--- src/rtl/acc_seq_ctrl.sv ---
// Command sequencer for the buffered-output accumulator: turns LOAD/ADD/ADDN/READ
// commands into registered en/ldacc/oe strobes and returns a response per command.
module acc_seq_ctrl #(
  parameter int DATA_W = 8,
  parameter int CNT_W  = 4
) (
  input  logic              clk,
  input  logic              rst_n,
  input  logic              cmd_valid,
  output logic              cmd_ready,
  input  logic [1:0]        cmd_op,
  input  logic [DATA_W-1:0] cmd_data,
  input  logic [CNT_W-1:0]  cmd_cnt,
  output logic              acc_en,
  output logic              acc_ldacc,
  output logic              acc_oe,
  output logic              bus_oe,
  output logic [DATA_W-1:0] bus_out,
  input  logic [DATA_W-1:0] bus_in,
  output logic              rsp_valid,
  input  logic              rsp_ready,
  output logic [1:0]        rsp_op,
  output logic [DATA_W-1:0] rsp_data,
  output logic [2:0]        dbg_state
);

  // Handshakes: a transfer happens on a rising edge where valid && ready are both 1;
  // the offering side holds valid and its payload stable until that edge.

  localparam logic [1:0] OP_LOAD = 2'b00;
  localparam logic [1:0] OP_ADD  = 2'b01;
  localparam logic [1:0] OP_ADDN = 2'b10;
  localparam logic [1:0] OP_READ = 2'b11;

  typedef enum logic [2:0] {
    S_IDLE   = 3'd0,
    S_EXEC   = 3'd1,
    S_REPEAT = 3'd2,
    S_READ   = 3'd3,
    S_RESP   = 3'd4
  } state_t;

  state_t            state;
  logic [1:0]        op_q;
  logic [DATA_W-1:0] data_q;
  logic [CNT_W-1:0]  cnt_q;
  logic [CNT_W-1:0]  counter;

  assign dbg_state = state;

  always_ff @(posedge clk or negedge rst_n) begin
    if (!rst_n) begin
      state     <= S_IDLE;
      op_q      <= '0;
      data_q    <= '0;
      cnt_q     <= '0;
      counter   <= '0;
      cmd_ready <= 1'b0;
      acc_en    <= 1'b0;
      acc_ldacc <= 1'b0;
      acc_oe    <= 1'b0;
      bus_oe    <= 1'b0;
      bus_out   <= '0;
      rsp_valid <= 1'b0;
      rsp_op    <= '0;
      rsp_data  <= '0;
    end else begin
      // Strobes are re-asserted each cycle by the state that owns them.
      acc_en    <= 1'b0;
      acc_ldacc <= 1'b0;
      acc_oe    <= 1'b0;
      bus_oe    <= 1'b0;
      bus_out   <= '0;
      case (state)
        S_IDLE: begin
          if (cmd_valid && cmd_ready) begin
            op_q      <= cmd_op;
            data_q    <= cmd_data;
            cnt_q     <= cmd_cnt;
            cmd_ready <= 1'b0;
            case (cmd_op)
              OP_LOAD, OP_ADD: begin
                state     <= S_EXEC;
                bus_oe    <= 1'b1;
                bus_out   <= cmd_data;
                acc_en    <= 1'b1;
                acc_ldacc <= (cmd_op == OP_ADD);
              end
              OP_ADDN: begin
                if (cmd_cnt != '0) begin
                  state     <= S_REPEAT;
                  counter   <= cmd_cnt;
                  bus_oe    <= 1'b1;
                  bus_out   <= cmd_data;
                  acc_en    <= 1'b1;
                  acc_ldacc <= 1'b1;
                end else begin
                  state     <= S_RESP;
                  rsp_valid <= 1'b1;
                  rsp_op    <= cmd_op;
                end
              end
              default: begin
                state  <= S_READ;
                acc_oe <= 1'b1;
              end
            endcase
          end else begin
            cmd_ready <= 1'b1;
          end
        end
        S_EXEC: begin
          state     <= S_RESP;
          rsp_valid <= 1'b1;
          rsp_op    <= op_q;
        end
        S_REPEAT: begin
          // counter holds the pulses still to come including the current one.
          if (counter == CNT_W'(1)) begin
            state     <= S_RESP;
            counter   <= '0;
            rsp_valid <= 1'b1;
            rsp_op    <= op_q;
          end else begin
            counter   <= counter - CNT_W'(1);
            bus_oe    <= 1'b1;
            bus_out   <= data_q;
            acc_en    <= 1'b1;
            acc_ldacc <= 1'b1;
          end
        end
        S_READ: begin
          state     <= S_RESP;
          rsp_data  <= bus_in;
          rsp_valid <= 1'b1;
          rsp_op    <= op_q;
        end
        S_RESP: begin
          if (rsp_ready) begin
            state     <= S_IDLE;
            rsp_valid <= 1'b0;
            cmd_ready <= 1'b1;
          end
        end
        default: begin
          state     <= S_IDLE;
          cmd_ready <= 1'b0;
          rsp_valid <= 1'b0;
        end
      endcase
    end
  end

endmodule

--- config.mk ---
export PLATFORM = sky130hd
export DESIGN_NAME = acc_seq_ctrl
export DESIGN_NICKNAME = d
export VERILOG_FILES = /design/src/rtl/acc_seq_ctrl.sv
export SDC_FILE = /design/constraint.sdc
export NUM_CORES = 1
export LEC_CHECK = 0
export ABC_AREA = 0
export BUFFER_PORTS_ARGS = -buffer_cell sky130_fd_sc_hd__buf_4
export CELL_PAD_IN_SITES_DETAIL_PLACEMENT = 0
export CELL_PAD_IN_SITES_GLOBAL_PLACEMENT = 1
export CORE_MARGIN = 10
export CORE_UTILIZATION = 42
export CTS_BUF_LIST = sky130_fd_sc_hd__clkbuf_4 sky130_fd_sc_hd__clkbuf_8
export DETAILED_ROUTE_END_ITERATION = 8
export GPL_TIMING_DRIVEN = 0
export PLACE_DENSITY = 0.89
export SLEW_MARGIN = 20
export SYNTH_ARGS = -nofsm -noshare
export SYNTH_HDL_FRONTEND = slang
export SYNTH_SLANG_ARGS = --single-unit
--- constraint.sdc ---
create_clock -name clk -period 1.9 [get_ports clk]
set_input_delay 0.38 -clock clk [delete_from_list [all_inputs] [get_ports clk]]
set_output_delay 0.38 -clock clk [all_outputs]
set_load 0.02 [all_outputs]
==> impl_metrics.json <==
{
  "cts_tree": "yes",
  "grt_overflow": 0,
  "hp-class": "input port to async pin",
  "muxShareOfSynthArea_pct": 13.9,
  "r2r_cells": 6,
  "synth_top_family_by_area": "compound AO/OA/AOI/OAI gates",
  "grt_max_degree": 41,
  "setup_viol": 0,
  "p_leak_nw": 1.12,
  "ys_types": 41,
  "vias_per_cell": 5.39,
  "drt_iter0_drc": 102,
  "critPathLaunchType": "flop",
  "arrival_ps": 1990,
  "drc": 0,
  "rsz0062_at_grt": "true",
  "synth.avg_cell_area_um2": 12.9,
  "nets": 229,
  "path_buf_inv": 2,
  "layoutNonFillerInstCount": 252,
  "io_pins": 53,
  "ctsHoldBuffers": 0,
  "slew_violations": 0,
  "status": "finished clean",
  "synth_warnings": 0,
  "r2r_start": "dbg_state[0]$_DFFE_PN0P_",
  "max-slew-margin-rel_pct": 67.1,
  "core.rowCount": 23,
  "track_usage_pct": 11.6,
  "synth_seq_area_share_pct": 56.0,
  "r2r-end": "rsp_op[0]$_DFFE_PN0P_",
  "totalWireLength_um": 4250,
  "core-area_mm2": 0.00406,
  "synth_xor_area_share_pct": 0,
  "die_w_um": 85.2,
  "chipHeight_um": 85.2,
  "grt_pass1_wl_um": 6990,
  "clockBufferDepth": 2,
  "timing.critical_path.from": "dbg_state[0]$_DFFE_PN0P_",
  "cpMaxStageDelayCell": "dfrtp_1",
  "gp_congestion": 0.756,
  "tns_ps": 0,
  "post-place-ws_ps": -7.59,
  "drive_gt1_share_pct": 49.0,
  "wire_per_inst_um": 16.9,
  "worstSkewPairLatency_ps": 290,
  "synth_simple_gate_area_share_pct": 10.3,
  "finalPower_mw": 3.99,
  "dp_hpwl_um": 3250,
  "max_stage_delay_ps": 380,
  "worstPathMaxFanout": 10,
  "ir_drop_uv": 743,
  "finClkSkew_ps": 9.56,
  "power.density_mw_per_mm2": 1680,
  "endpoint": "rsp_op[0]$_DFFE_PN0P_",
  "start_util_pct": 44.1,
  "layout_common_cells": "buf_4, dfrtp_1, mux2_2",
  "hold_slack_ps": 50.3,
  "path_cells": "buf_4 > or3b_1 > buf_2 > a21oi_4 > a211o_4 > mux2_1",
  "numCtsBuffers": 5,
  "floorplan.die_area_mm2": 0.00727,
  "h-tree-depth": 2,
  "synth-compound-area-share_pct": 14.6,
  "cts_sinks": 40,
  "io_buffers": 52,
  "tightest_slew_ps": 494,
  "max-cap-violations": 0,
  "switching_share_pct": 38.2,
  "crit_cells": 6,
  "reg2reg_slack_ps": 80,
  "synth_ff_type": "dfrtp_1",
  "setup_ws_ps": 82.9,
  "clockRootBuffer": "clkbuf_8",
  "crit_family": "flip-flops",
  "synthArstFlopShare_pct": 100,
  "synth_seq_cells": 40,
  "p_switching_mw": 1.52,
  "fillCellCount": 358,
  "path_clk_slew_ps": 80,
  "ant_nets": 0,
  "p_clk_share_pct": 14.6,
  "p_comb_share_pct": 48.6,
  "syn_area_mm2": 0.00179,
  "required_ps": 2070,
  "synthAdderAreaFrac_pct": 1.40,
  "area_growth_pct": 33.2,
  "syn-num-nets": 167,
  "crit_path_end_kind": "flop",
  "antenna_found_initial": 0,
  "period_share_pct": 95.6,
  "synthesis.instances": 139,
  "via_count": 1359,
  "fin_crit_ps": 1820,
  "seq_power_share_pct": 36.8,
  "hold_viol": 0,
  "worstSetupPathType": "flop to flop",
  "placed_cells": 241,
  "layout_commonest_cell": "buf_4",
  "antenna_cells": 0,
  "synth-edff-count": 0,
  "p_int_mw": 2.47,
  "dr.pass1.iters": 4,
  "fmax_mhz": 550,
  "first_global_vias": 1467
}
[cells in the mapped netlist, drive strengths merged, types with 4 or more instances]
master,n,area (um^2)
dfrtp,40,1000
mux2,22,248
a22o,9,78.8
o21ai,9,45.0
buf,8,50.1
inv,5,18.8
nand2,5,18.8
nor2,4,15.0
nor3,4,30.0
[state kept, by name, indices dropped and copies added, names as in the netlist]
register / flops
bus_out: 8
data_q: 8
rsp_data: 8
counter: 4
dbg_state: 3
op_q: 2
rsp_op: 2
acc_ldacc: 1
acc_oe: 1
bus_oe: 1
cmd_ready: 1
rsp_valid: 1
[routing by layer]
metal	global-route usage, %	up-vias	part of all wire (%)	wire, um
met3	5.07	7	9.0	384
met5	0	-	0	0
met4	3.59	0	1.4	58
li1	-	637	-	-
met1	12.8	661	41	1730
met2	19.7	54	49	2080
[cell type report]
cell class	instances	area [um^2]	share of cell area, %
sequential	40	1000	42.0
multi-input combinational	86	734	30.8
timing repair buffer	55	413	17.3
clock buffer	6	82.6	3.47
tap	50	62.6	2.63
buffer	8	53.8	2.26
inverter	5	18.8	0.788
clock inverter	2	15.0	0.631
[per-stage QoR]
step	utilization, %	instance area, um^2
4_1_cts	58.0	2350
6_report	58.7	2380
2_1_floorplan	-	1790
5_1_grt	58.7	2380
3_3_place_gp	55.2	2240
3_5_place_dp	55.2	2240
[power by group through the flow]
stage / Clock [mW] / Combinational [mW] / Sequential (mW)
CTS: 0.604 / 1.92 / 1.47
global placement: 0 / 1.83 / 1.45
global route: 0.641 / 2.12 / 1.52
finish: 0.584 / 1.94 / 1.47
floorplan: 0 / 0.923 / 1.73
detailed placement: 0 / 1.89 / 1.48
[worst min path at each step]
stage                     slack [ps]   from                    end  depth (start not counted)
after global placement           370  rst_n  data_q[3]$_DFFE_PN0P_                          1
final                             50  rst_n  data_q[7]$_DFFE_PN0P_                          1
after floorplan                   80  rst_n    acc_ldacc$_DFF_PN0_                          0
after CTS                         60  rst_n  data_q[6]$_DFFE_PN0P_                          1
after detailed placement         390  rst_n  data_q[6]$_DFFE_PN0P_                          1
after global routing              80  rst_n  data_q[7]$_DFFE_PN0P_                          1
[what timing repair did]
action,4_1_cts,5_1_grt
endpoints found under the setup margin,2,8
gates cloned,0,0
gates resized for setup,0,4
buffers inserted,2,1
[kinds of logic (layout without fill, tap and decap cells)]
logic type	after synthesis	in the layout
buffers and inverters	13	76
adder cells (fa/ha/maj)	2	2
AND/OR/NAND/NOR	29	29
AO/OA/AOI/OAI	33	33
flip-flops	40	40
multiplexers	22	22
[worst register-to-register path: stages (launching register included)]
cell	delay (ps)
dfrtp_1	380
buf_4	170
or3b_1	340
buf_2	170
a21oi_4	180
a211o_4	140
mux2_1	320
Note: power is estimated with default switching activity, not from simulation.
